**src/rtl/sticky_capture_bank_pkg.sv**
```systemverilog
// Shared constants, read FSM state type and select-width helper for the
// sticky capture bank.
package sticky_capture_pkg;

  localparam int EV_LEVEL = 0;
  localparam int EV_EDGE  = 1;

  typedef enum logic {
    IDLE = 1'b0,
    RESP = 1'b1
  } rd_state_e;

  // Select width never drops below one bit, even for a single channel.
  function automatic int SEL_W(input int n);
    return (n <= 1) ? 1 : $clog2(n);
  endfunction

endpackage

```
**src/rtl/sticky_capture_bank_if.sv**
```systemverilog
// Counter read port of the sticky capture bank.
// rd_req is sampled only while the bank is idle; once rd_valid rises, rd_data
// and rd_valid hold until the cycle rd_ready is seen high, which ends the beat.
interface sticky_capture_bank_if #(
  parameter int SELW  = 2,
  parameter int CNT_W = 8
);
  logic             rd_req;
  logic [SELW-1:0]  rd_sel;
  logic             rd_valid;
  logic             rd_ready;
  logic [CNT_W-1:0] rd_data;

  modport master (output rd_req, rd_sel, rd_ready, input rd_valid, rd_data);
  modport slave  (input rd_req, rd_sel, rd_ready, output rd_valid, rd_data);
endinterface

```
**src/rtl/sticky_capture_bank_chan.sv**
```systemverilog
// One capture channel: data register, event detect, sticky flag and a
// saturating event counter that can be reloaded by a read snapshot.
module sticky_capture_chan
  import sticky_capture_pkg::*;
#(
  parameter int WIDTH     = 8,
  parameter int CNT_W     = 8,
  parameter int EDGE_MODE = EV_LEVEL
) (
  input  logic             clk,
  input  logic             reset,
  input  logic             en,
  input  logic             flush,
  input  logic [WIDTH-1:0] d,
  input  logic             clr,
  input  logic             snap_clr,
  output logic [WIDTH-1:0] q,
  output logic             sticky,
  output logic             ev,
  output logic [CNT_W-1:0] cnt
);

  localparam logic [CNT_W-1:0] CNT_MAX = '1;

  logic [WIDTH-1:0] q_q, q_d;
  logic             sticky_q, sticky_d;
  logic [CNT_W-1:0] cnt_q, cnt_d;

  // Edges are measured against the captured value, so stalls hide glitches.
  assign ev = en & ~flush &
              ((EDGE_MODE == EV_EDGE) ? (|(d & ~q_q)) : (|d));

  always_comb begin
    q_d = q_q;
    if (flush)   q_d = '0;
    else if (en) q_d = d;

    sticky_d = ev | (sticky_q & ~clr);

    cnt_d = cnt_q;
    if (snap_clr)                      cnt_d = {{(CNT_W-1){1'b0}}, ev};
    else if (ev && (cnt_q != CNT_MAX)) cnt_d = cnt_q + 1'b1;
  end

  always_ff @(posedge clk or posedge reset) begin
    if (reset) begin
      q_q      <= '0;
      sticky_q <= 1'b0;
      cnt_q    <= '0;
    end else begin
      q_q      <= q_d;
      sticky_q <= sticky_d;
      cnt_q    <= cnt_d;
    end
  end

  assign q      = q_q;
  assign sticky = sticky_q;
  assign cnt    = cnt_q;

endmodule

```
**src/rtl/sticky_capture_bank.sv**
```systemverilog
// Multi-channel capture bank with sticky event flags, saturating counters
// and a clear-on-read counter port.
module sticky_capture_bank
  import sticky_capture_pkg::*;
#(
  parameter int WIDTH     = 8,
  parameter int CHANNELS  = 4,
  parameter int CNT_W     = 8,
  parameter int EDGE_MODE = EV_LEVEL
) (
  input  logic                      clk,
  input  logic                      reset,
  input  logic                      en,
  input  logic                      flush,
  input  logic [CHANNELS*WIDTH-1:0] d,
  output logic [CHANNELS*WIDTH-1:0] q,
  output logic [CHANNELS-1:0]       sticky,
  input  logic [CHANNELS-1:0]       clr,
  sticky_capture_bank_if.slave      rd,
  output logic [CHANNELS-1:0]       ev_o,
  output rd_state_e                 rd_state_o
);

  logic [CHANNELS-1:0] ev;
  logic [CHANNELS-1:0] snap_clr;
  logic [CNT_W-1:0]    cnt [CHANNELS];
  logic [CNT_W-1:0]    sel_cnt;
  logic                accept;

  rd_state_e        state_q;
  logic             rd_valid_q;
  logic [CNT_W-1:0] rd_data_q;

  for (genvar c = 0; c < CHANNELS; c++) begin : g_chan
    sticky_capture_chan #(
      .WIDTH    (WIDTH),
      .CNT_W    (CNT_W),
      .EDGE_MODE(EDGE_MODE)
    ) u_chan (
      .clk     (clk),
      .reset   (reset),
      .en      (en),
      .flush   (flush),
      .d       (d[c*WIDTH +: WIDTH]),
      .clr     (clr[c]),
      .snap_clr(snap_clr[c]),
      .q       (q[c*WIDTH +: WIDTH]),
      .sticky  (sticky[c]),
      .ev      (ev[c]),
      .cnt     (cnt[c])
    );
  end

  assign accept = (state_q == IDLE) && rd.rd_req;

  // Out-of-range selects match no channel: snapshot reads 0, nothing clears.
  always_comb begin
    sel_cnt  = '0;
    snap_clr = '0;
    for (int c = 0; c < CHANNELS; c++) begin
      if (int'(rd.rd_sel) == c) begin
        sel_cnt     = cnt[c];
        snap_clr[c] = accept;
      end
    end
  end

  always_ff @(posedge clk or posedge reset) begin
    if (reset) begin
      state_q    <= IDLE;
      rd_valid_q <= 1'b0;
      rd_data_q  <= '0;
    end else begin
      case (state_q)
        IDLE: begin
          if (rd.rd_req) begin
            rd_data_q  <= sel_cnt;
            rd_valid_q <= 1'b1;
            state_q    <= RESP;
          end
        end
        RESP: begin
          if (rd.rd_ready) begin
            rd_valid_q <= 1'b0;
            state_q    <= IDLE;
          end
        end
        default: begin
          rd_valid_q <= 1'b0;
          state_q    <= IDLE;
        end
      endcase
    end
  end

  assign rd.rd_valid = rd_valid_q;
  assign rd.rd_data  = rd_data_q;
  assign ev_o        = ev;
  assign rd_state_o  = state_q;

endmodule

```
**src/flat_wrapper.sv**
```systemverilog
// flat-port wrapper written by rule: the top's interface ports become plain ports
module sticky_capture_bank_flat import sticky_capture_pkg::*;
#(
  parameter int WIDTH     = 8,
  parameter int CHANNELS  = 4,
  parameter int CNT_W     = 8,
  parameter int EDGE_MODE = EV_LEVEL
)
  (clk, reset, en, flush, d, q, sticky, clr, ev_o, rd_state_o, rd_rd_req, rd_rd_sel, rd_rd_ready, rd_rd_valid, rd_rd_data);
  sticky_capture_bank_if #(.SELW(2), .CNT_W(CNT_W)) rd_i ();
  input  logic clk;
  input  logic reset;
  input  logic en;
  input  logic flush;
  input  logic [CHANNELS*WIDTH-1:0] d;
  output logic [CHANNELS*WIDTH-1:0] q;
  output logic [CHANNELS-1:0] sticky;
  input  logic [CHANNELS-1:0] clr;
  output logic [CHANNELS-1:0] ev_o;
  output rd_state_e rd_state_o;
  input wire logic [$bits(rd_i.rd_req)-1:0] rd_rd_req;
  input wire logic [$bits(rd_i.rd_sel)-1:0] rd_rd_sel;
  input wire logic [$bits(rd_i.rd_ready)-1:0] rd_rd_ready;
  output wire logic [$bits(rd_i.rd_valid)-1:0] rd_rd_valid;
  output wire logic [$bits(rd_i.rd_data)-1:0] rd_rd_data;
  assign rd_i.rd_req = rd_rd_req;
  assign rd_i.rd_sel = rd_rd_sel;
  assign rd_i.rd_ready = rd_rd_ready;
  assign rd_rd_valid = rd_i.rd_valid;
  assign rd_rd_data = rd_i.rd_data;
  sticky_capture_bank #(.WIDTH(WIDTH), .CHANNELS(CHANNELS), .CNT_W(CNT_W), .EDGE_MODE(EDGE_MODE)) u_core (.clk(clk), .reset(reset), .en(en), .flush(flush), .d(d), .q(q), .sticky(sticky), .clr(clr), .rd(rd_i), .ev_o(ev_o), .rd_state_o(rd_state_o));
endmodule
```
**config.mk**
```make
export PLATFORM = sky130hd
export DESIGN_NAME = sticky_capture_bank_flat
export DESIGN_NICKNAME = d
export VERILOG_FILES = /design/src/rtl/sticky_capture_bank_pkg.sv /design/src/rtl/sticky_capture_bank_if.sv /design/src/rtl/sticky_capture_bank_chan.sv /design/src/rtl/sticky_capture_bank.sv /design/src/flat_wrapper.sv
export SDC_FILE = /design/constraint.sdc
export NUM_CORES = 1
export LEC_CHECK = 0
export BUFFER_PORTS_ARGS = -buffer_cell sky130_fd_sc_hd__buf_4
export CELL_PAD_IN_SITES_DETAIL_PLACEMENT = 1
export CELL_PAD_IN_SITES_GLOBAL_PLACEMENT = 2
export CORE_ASPECT_RATIO = 1.2
export CORE_UTILIZATION = 31
export DETAILED_ROUTE_END_ITERATION = 16
export GPL_TIMING_DRIVEN = 0
export PLACE_DENSITY_LB_ADDON = 0.2
export SETUP_SLACK_MARGIN = 0.3
export SLEW_MARGIN = 10
export SYNTH_ARGS = -nofsm -noshare
export SYNTH_HDL_FRONTEND = slang
export SYNTH_SLANG_ARGS = --single-unit
```
**constraint.sdc**
```tcl
create_clock -name clk -period 2.16 [get_ports clk]
set_input_delay 0.108 -clock clk [delete_from_list [all_inputs] [get_ports clk]]
set_output_delay 0.108 -clock clk [all_outputs]
set_load 0.1 [all_outputs]
```
# Word-level counts from Yosys, hierarchy flattened
# Cells that the tools add are included.
[word_totals]
reg_bits = 78
elab_cells = 94
[op_classes]
n_addsub = 4
n_eq_ne = 9
mux = 30
bitwise = 19
reduce_logical = 17
[ops]
columns = ["operator", "n"]
rows = [
  ["2-to-1 mux 8 bit", 20],
  ["adder 8 x 1 -> 8 bit (second input constant)", 4],
  ["inequality test 8 bit (second input constant)", 4],
  ["OR reduction 8 bit", 4],
  ["nonzero test 2 bit", 5],
  ["bitwise AND 1 bit", 9],
  ["2-to-1 mux 1 bit", 8],
  ["inverter 1 bit", 6],
  ["logical AND 1 bit", 5],
  ["== test 2 bit (second input constant)", 2],
  ["inequality test 2 bit (second input constant)", 2],
  ["OR 1 bit", 4],
  ["one-hot mux 1 bit (2 select lines)", 2],
  ["AND reduction 2 bit", 2],
  ["== test 2 x 1 -> 1 bit (second input constant)", 1],
  ["zero test 2 bit", 1],
]

# Depth between registers and ports, before layout
# Gate-level depths: netlist of the first run.
[logic_depth]
depth_word = 6
mapped_depth = 7
depth_no_buf = 5

# Hierarchy
# From an unflattened synthesis of the first run, not the netlist that was laid out.
[unflattened]
hier_cells = 372
hier_area_um2 = 4011.3
[by_module_without_submodules]
columns = ["module", "instances", "cells_per_inst", "area_per_inst_um2", "seq_area_each_um2"]
rows = [
  ["sticky_capture_chan", 4, 83, 843.3, 425.4],
  ["sticky_capture_bank", 1, 40, 638.1, 250.2],
]

# Worst setup path after synthesis of the first run
# OpenSTA, ideal clock, no wires.
[synth_timing]
kind = "register -> register"
from = "register u_core.state_q, in the netlist u_core.rd_state_o"
to = "register u_core.g_chan[3].u_chan.cnt_q[5]"
setup_time_ns = 0.079
t_arrival_ns = 1.885
required_time_ns = 2.081
slack_ns = 0.196
stages_incl_launch_ff = 6
path_buffers = 1
path_cell_list = "dfrtp_1 -> nor2b_1 -> and3_1 -> buf_1 -> or2_2 -> mux2i_1"
[synth_via]
elab_chain_len = 4
word_cells_on_any_way = 5
classes_between = "mux (2); bitwise (1); reduce/logical (2)"
[synth_rtl]
columns = ["item", "line_no", "source"]
rows = [
  ["start, declared", "sticky_capture_bank.sv:30", "rd_state_e state_q;"],
  ["start signal, assigned", "sticky_capture_bank.sv:70", "state_q <= IDLE;"],
  ["start signal, assigned", "sticky_capture_bank.sv:79", "state_q <= RESP;"],
  ["start signal, assigned", "sticky_capture_bank.sv:85", "state_q <= IDLE;"],
  ["inverter 1 bit (no line) *", "--", ""],
  ["logical AND 1 bit *", "sticky_capture_bank.sv:54", "assign accept = (state_q == IDLE) && rd.rd_req;"],
  ["2-to-1 mux 1 bit *", "sticky_capture_bank.sv:61", "if (int'(rd.rd_sel) == c) begin"],
  ["2-to-1 mux 8 bit / nonzero test 2 bit (equally long branches)", "--", ""],
  ["end signal, assigned", "sticky_capture_bank_chan.sv:53", "cnt_q <= cnt_d;"],
  ["end, declared", "sticky_capture_bank_chan.sv:27", "logic [CNT_W-1:0] cnt_q, cnt_d;"],
]
# Mark *: on every way between the ends. The rest lies on a longest branch, timed or not.
# A chain may end at the register's enable or synchronous reset.

# Final worst setup path of the first run
[layout_timing]
from = "register u_core.g_chan[0].u_chan.cnt_q[0]"
to = "register u_core.g_chan[0].u_chan.cnt_q[5]"
[layout_via]
elab_chain_len = 3
word_cells_on_any_way = 6
classes_between = "add/sub (1); eq/ne (1); mux (2); reduce/logical (2)"
[layout_rtl]
columns = ["item", "line_no", "source"]
rows = [
  ["start, declared", "sticky_capture_bank_chan.sv:27", ""],
  ["start signal, assigned", "sticky_capture_bank_chan.sv:53", ""],
  ["adder 8 x 1 -> 8 bit / inequality test 8 bit (equally long branches)", "sticky_capture_bank_chan.sv:42", "else if (ev && (cnt_q != CNT_MAX)) cnt_d = cnt_q + 1'b1;"],
  ["2-to-1 mux 8 bit / logical AND 1 bit (equally long branches)", "sticky_capture_bank_chan.sv:42", ""],
  ["2-to-1 mux 8 bit / nonzero test 2 bit (equally long branches)", "--", ""],
]
# Several ways; a longest one is shown, not always the timed one. The select of a mux whose other input is x is not followed.

==> results.toml, run 1 <==
[worst_setup_path]
cpPeakStageDelay_ns = 0.46
rrSetupSlack_ns = 0.38
critPathSlowestCell = "or4_1"
worstSetupEndpointType = "register"
critical_path_class = "register to register"
critPathMaxFanout = 9
r2r_start = "u_core.g_chan[0].u_chan.cnt[0]"
cp.arrival_ns = 2.03
worst_setup_path_start_kind = "register"
r2r_cells = 5
r2r_end = "u_core.g_chan[0].u_chan.cnt[5]"
required_ns = 2.41
cp_cell_sequence = "ha_1 -> and4_4 -> buf_6 -> or4_1 -> a21oi_1"

[clocking]
cts_buffers = 9
cts_sinks = 78
cts_tree = "yes"
clock_latency_ns = 0.33
path_clk_slew_ns = 0.06
cts_buffer_depth = 2
post_cts_buffers = 0
h-tree-depth = 3
cts_root_buf = "clkbuf_16"

[sta]
drv_slew = 0
rsz0062_at_grt = "true"
max_freq_mhz = 563
fin_crit_sh = 0.822
fin_crit_ns = 1.78
finClkSkew_ns = 0.00475
tightest_slew_ns = 0.529
timing.hold.ws_ns = 0.00915
setup_viol = 0
finalHoldViolCount = 0
maxSlewHeadroom = 0.646
fin_setup_tns_ns = 0

[hold_path]
min_path_type = "input pin to register"
worstHoldPathCells = 2
min_to = "u_core.g_chan[3].u_chan.q[6]"
min_from = "flush"

[synth]
syn_area_um2 = 4100
synth_area_leaders = "dfrtp_1 48%, mux2i_1 9.8%, mux4_2 4.4%"
synth_flop_cell = "dfrtp_1"
ys_ff_latch = 78
mappedNetlistNets = 430
syn_avg_cell_area_um2 = 10.7
synthArstFlopShare = 1.00
synth_top_area_cell = "dfrtp_1"
yosysSeqAreaShare = 0.477
synth_edf_count = 0
synth_top_area_frac = 0.477
synth.distinct_cells = 57
yosysWarnings = 0
syn_inst = 382

[routing]
drtPass1Iterations = 4
final_antenna_net_count = 0
via_per_inst = 5.23
wirelength_mm = 11.5
wl_per_cell_um = 17.4
num_vias = 3449
drc = 0
drtIter0Drc = 112

[layout]
postLayoutCellArea_um2 = 5440
drive_above_1_share = 0.339
area_delta_synth_final_pct = 32.9
nets = 539
finish.utilization = 0.426
instances_no_fill = 660
diodes = 0

[place]
gp_congestion = 0.723
dpl_cell_area_um2 = 5060
portBuffers = 90
dp_cells = 639
dp.final_hpwl_mm = 8.77

[floorplan]
io_pins = 94
dieArea_um2 = 13700
core_um2 = 12800
start_util = 0.320
die_y_um = 128
row_count = 45
die_w_um = 107

[grt]
grt-ovfl-total = 0
grt_pass1_wl_mm = 18.5
grt_pass1_vias = 3623
grt_usage = 0.176
grt_max_degree = 23
antenna_found_initial = 0

[power]
irDropWorstVdd_v = 0.000576
p_leak_nw = 2.61
power_density_nw_per_um2 = 962

[outcome]
status = "complete, no violations"

[run]
maxCapViolCount = 0
[flip-flops by register name, summed over array words and instances, names as in the netlist]
register and count:
u_core.g_chan.u_chan.cnt 32, u_core.rd.rd_valid 1, u_core.rd_state_o 1, u_core.rd.rd_data 8, u_core.g_chan.u_chan.q 32, u_core.g_chan.u_chan.sticky 4
[metrics by stage]
stage,setup WS [ns],power (mW)
floorplan,0.520,3.12
global placement,0.341,3.55
detailed placement,0.381,3.61
CTS,0.354,5.31
global route,0.182,5.48
finish,0.384,5.23
[critical path, delay by kind of cell, from the launching register on]
| kind | cells | cell delay (ns) |
|---|---|---|
| AND/OR/NAND/NOR | 2 | 0.67 |
| AO/OA/AOI/OAI | 1 | 0.17 |
| buffers and inverters | 1 | 0.13 |
| adder cells (fa/ha/maj) | 1 | 0.30 |
| flip-flops | 1 | 0.43 |
[power breakdown]
part           internal (mW)  switching [mW]  total [mW]
logic                  0.512            1.09        1.61
clock network           1.04           0.619        1.66
registers               1.68           0.285        1.97
total                   3.24            2.00        5.23
[worst max-delay path by stage]
stage / from / slack (ns) / to
final: u_core.g_chan[0].u_chan.cnt[0] / 0.38 / u_core.g_chan[0].u_chan.cnt[5]
after global routing: u_core.g_chan[1].u_chan.cnt[0] / 0.18 / u_core.g_chan[1].u_chan.cnt[6]
after CTS: u_core.g_chan[1].u_chan.cnt[0] / 0.35 / u_core.g_chan[1].u_chan.cnt[6]
after detailed placement: u_core.g_chan[1].u_chan.cnt[0] / 0.38 / u_core.g_chan[1].u_chan.cnt[6]
after global placement: reset / 0.34 / u_core.rd_state_o
after floorplan: u_core.rd_state_o / 0.52 / u_core.g_chan[3].u_chan.cnt[5]
[synth_stat cells (all sizes together) (2+ instances only)]
master   count
nor2b        2
and2         2
nand3       16
nor3         3
or2          2
o311ai       2
mux4         8
nand2b       5
o211ai       7
inv         13
or4         11
o41ai        3
and3         8
mux2i       40
ha           4
a2111oi      2
nand4        6
clkbuf       5
nor4         5
a21o         3
nand4b       2
buf         24
a21oi       16
mux2         8
dfrtp       78
or3          3
nand2       26
a211oi       3
o21ai        9
nor2        44
and4         3
o31ai        7
[cells by family (layout without fill, tap and decap cells)]
family	after synthesis	in the layout	share of synthesized area
buffers and inverters	42	156	0.0559
AOI/OAI and AO/OA	58	58	0.101
DFF	78	78	0.477
adders and majority gates	4	4	0.0122
and+or+nand+nor	144	144	0.190
muxes	56	56	0.164
[timing repair]
action | 4_1_cts | 5_1_grt
hold endpoints to repair | 26 | 0
setup endpoints to repair | 0 | 5
hold buffers | 5 | 0
gates resized for setup | 0 | 4
[metal layers]
| layer | up-vias | global-route usage | wire (um) |
|---|---|---|---|
| met5 | - | 0 | 0 |
| met4 | 0 | 0.0604 | 135 |
| met3 | 9 | 0.0412 | 483 |
| met2 | 69 | 0.321 | 6020 |
| met1 | 1762 | 0.199 | 4860 |
| li1 | 1609 | - | - |
[layout by cell type, fill, tap and decap left out, types with 8 or more instances in the layout]
cell type  synthesis  routed
buf_4              8      98
dfrtp_1           78      77
nor2_1            44      43
mux2i_1           40      40
nand2_1           26      26
nand3_1           16      16
a21oi_1           16      16
inv_1             12      11
clkbuf_16          0       9
buf_2              9       8
and3_1             8       8
mux4_2             8       8
mux2_2             8       8
or4_1              8       8
[area by class of cell]
class                      instances  area (um2)
multi-input combinational        262        1920
clock buffer                      10         239
inverter                          13        52.6
clock inverter                     6        85.1
buffer                            29         183
sequential                        78        1950
timing repair buffer              98         801
tap                              164         205
fill                            1429        7340
Note: power is estimated with default switching activity, not from simulation.
==> run 2, diff against run 1 <==
--- a/config.mk
+++ b/config.mk
@@ -5,11 +5,12 @@
 export SDC_FILE = /design/constraint.sdc
 export NUM_CORES = 1
 export LEC_CHECK = 0
+export ABC_AREA = 1
 export BUFFER_PORTS_ARGS = -buffer_cell sky130_fd_sc_hd__buf_4
 export CELL_PAD_IN_SITES_DETAIL_PLACEMENT = 1
 export CELL_PAD_IN_SITES_GLOBAL_PLACEMENT = 2
 export CORE_ASPECT_RATIO = 1.2
-export CORE_UTILIZATION = 31
+export CORE_UTILIZATION = 28
 export DETAILED_ROUTE_END_ITERATION = 16
 export GPL_TIMING_DRIVEN = 0
 export PLACE_DENSITY_LB_ADDON = 0.2
==> constraint.sdc (replaced) <==
create_clock -name clk -period 1.6 [get_ports clk]
set_input_delay 0.08 -clock clk [delete_from_list [all_inputs] [get_ports clk]]
set_output_delay 0.08 -clock clk [all_outputs]
set_load 0.1 [all_outputs]
==> results.toml, run 2 <==
[synth]
synthArstFlopShare = 1.00
yosysWarnings = 0
yosysSeqAreaShare = 0.448
synth.distinct_cells = 32
synth_top_area_frac = 0.448
synth.most_common_cell = "nand2_1"
syn_area_um2 = 4350
synth_common_cells = "189 x nand2_1, 82 x nand3_1, 78 x dfrtp_1, 68 x nor2_1, 58 x inv_1"
synth_flop_cell = "dfrtp_1"
ys_ff_latch = 78
mappedNetlistNets = 639
synth_area_leaders = "dfrtp_1 45%, nand2_1 16%, nand3_1 9.4%"
syn_avg_cell_area_um2 = 7.37
syn_inst = 591
synth_edf_count = 0
synth_top_area_cell = "dfrtp_1"

[clocking]
cts_buffers = 9
clock_latency_ns = 0.35
cts_buffer_depth = 2
h-tree-depth = 3
cts_root_buf = "clkbuf_16"
path_clk_slew_ns = 0.06
cts_tree = "yes"
cts_sinks = 78

[floorplan]
dieArea_um2 = 16100
core_um2 = 15100
die_y_um = 139
die_w_um = 116
start_util = 0.289
io_pins = 94
row_count = 49

[grt]
grt_pass1_wl_mm = 25.0
antenna_found_initial = 0
grt_usage = 0.201
grt_pass1_vias = 4968
grt_max_degree = 33
grt-ovfl-total = 0

[run]
maxCapViolCount = 0

[routing]
drtIter0Drc = 163
num_vias = 4637
wl_per_cell_um = 15.6
drc = 0
wirelength_mm = 15.2
via_per_inst = 4.73
final_antenna_net_count = 0
drtPass1Iterations = 4

[worst_setup_path]
cpPeakStageDelay_ns = 0.39
worstSetupEndpointType = "register"
cp_cell_sequence = "ha_2 -> nand2_4 -> nor2_4 -> nand2_4 -> nand3_4 -> buf_6 -> nand3_1 -> nand2_1"
critical_path_class = "register to register"
required_ns = 1.84
crit_family = "simple AND/OR/NAND/NOR gates"
critPathMaxFanout = 5
crit_path_frequent_cell = "nand2_4"
cp.arrival_ns = 1.60
path_buf_inv = 1
critPathSlowestCell = "dfrtp_1"
worst_setup_path_start_kind = "register"

[sta]
finalHoldViolCount = 0
finClkSkew_ns = 0.00502
fin_setup_tns_ns = 0
drv_slew = 0
fin_crit_sh = 0.852
tightest_slew_ns = 0.539
max_freq_mhz = 733
rsz0062_at_grt = "true"
setup_viol = 0
fin_crit_ns = 1.36
maxSlewHeadroom = 0.640

[place]
gp_congestion = 0.746
dp.final_hpwl_mm = 10.5
dp_cells = 890
portBuffers = 93

[power]
power.total_mw = 7.83
power_density_nw_per_um2 = 1140
p_leak_nw = 3.55
irDropWorstVdd_v = 0.000565

[outcome]
status = "complete, no violations"

[layout]
finish.utilization = 0.456
drive_above_1_share = 0.372
layout_common_cells = "152 x nand2_1, 137 x buf_4, 71 x dfrtp_1"
n_fill_cell = 1868
nets = 820
instances_no_fill = 980
area_delta_synth_final_pct = 57.8
diodes = 0
final_common_cell = "nand2_1"

[hold_path]
min_path_type = "input pin to register"
run 2: cell types whose count changed after synthesis, sizes merged, moves of 7 or more:
cell / before / now
nand2: 26 / 195
o31ai: 7 / 0
a21oi: 16 / 3
mux2i: 40 / 0
o21ai: 9 / 27
buf: 24 / 14
inv: 13 / 69
mux2: 8 / 0
mux4: 8 / 0
nand3: 16 / 85
or4: 11 / 0
and3: 8 / 0
o22ai: 1 / 10
nor2: 44 / 76
run 2: logic make-up (layout without fill, tap and decap cells):
| group | count (synthesis) | after routing | synth area share |
|---|---|---|---|
| DFF | 78 | 78 | 0.448 |
| buffers and inverters | 91 | 273 | 0.0931 |
| and+or+nand+nor | 369 | 372 | 0.378 |
| adders and majority gates | 4 | 4 | 0.0115 |
| xor gates and xnor gates | 4 | 4 | 0.00805 |
| AOI/OAI and AO/OA | 45 | 45 | 0.0606 |
run 2: report_power, final:
| part | total, mW | internal (mW) | switching [mW] |
|---|---|---|---|
| Clock | 2.27 | 1.41 | 0.867 |
| Sequential | 2.62 | 2.28 | 0.340 |
| Combinational | 2.94 | 0.992 | 1.95 |
run 2: cell type report:
type / instances / area, um2 / share of cell area
timing repair inverter: 1 / 6.26 / 0.000910
clock buffer: 10 / 239 / 0.0348
tap: 204 / 255 / 0.0371
sequential: 78 / 1960 / 0.286
buffer: 22 / 164 / 0.0239
clock inverter: 5 / 82.6 / 0.0120
multi-input combinational: 425 / 2470 / 0.359
timing repair buffer: 166 / 1410 / 0.204
inverter: 69 / 290 / 0.0422
run 2: per-stage QoR:
stage | hold slack, ns | setup WS, ns | area [um2]
5_1_grt | 0.0150 | 0.160 | 6870
2_1_floorplan | 0.169 | 0.157 | 4440
4_1_cts | 0.00210 | 0.254 | 6570
6_report | 0.0128 | 0.237 | 6870
3_5_place_dp | 0.167 | -0.246 | 5440
3_3_place_gp | 0.262 | -0.336 | 5400
run 2: worst register-to-register path: stages (launching register included):
cell and delay, ns:
dfrtp_1 0.39, ha_2 0.21, nand2_4 0.08, nor2_4 0.05
nand2_4 0.08, nand3_4 0.14, buf_6 0.18, nand3_1 0.06
nand2_1 0.05
run 2: what timing repair did:
item | in CTS | in global routing
setup buffers | 34 | 13
gates resized for setup | 79 | 46
pin swaps | 25 | 25
hold endpoints to repair | 43 | 0
cloned | 5 | 1
setup endpoints to repair | 42 | 44
hold buffers | 22 | 0
run 2: final timing paths:
kind	from	endpoint	slack [ns]	cells past startpoint
setup / recovery	u_core.g_chan[0].u_chan.cnt[1]	u_core.g_chan[0].u_chan.cnt[0]	0.24	8
hold / removal	d[30]	u_core.g_chan[3].u_chan.q[6]	0.01	3
setup reg to reg	u_core.g_chan[0].u_chan.cnt[1]	u_core.g_chan[0].u_chan.cnt[0]	0.24	8
hold reg to reg	u_core.rd.rd_data[2]	u_core.rd.rd_data[2]	0.48	2
max in group asynchronous	reset	u_core.g_chan[3].u_chan.cnt[0]	0.48	5
min in group asynchronous	reset	u_core.g_chan[2].u_chan.cnt[3]	0.34	3
run 2: metal layers:
metal	vias up	part of all wire	global-route usage
li1	2246	-	-
met1	2291	0.40	0.227
met2	86	0.53	0.362
met3	14	0.047	0.0485
met4	0	0.016	0.0688
met5	-	0	0
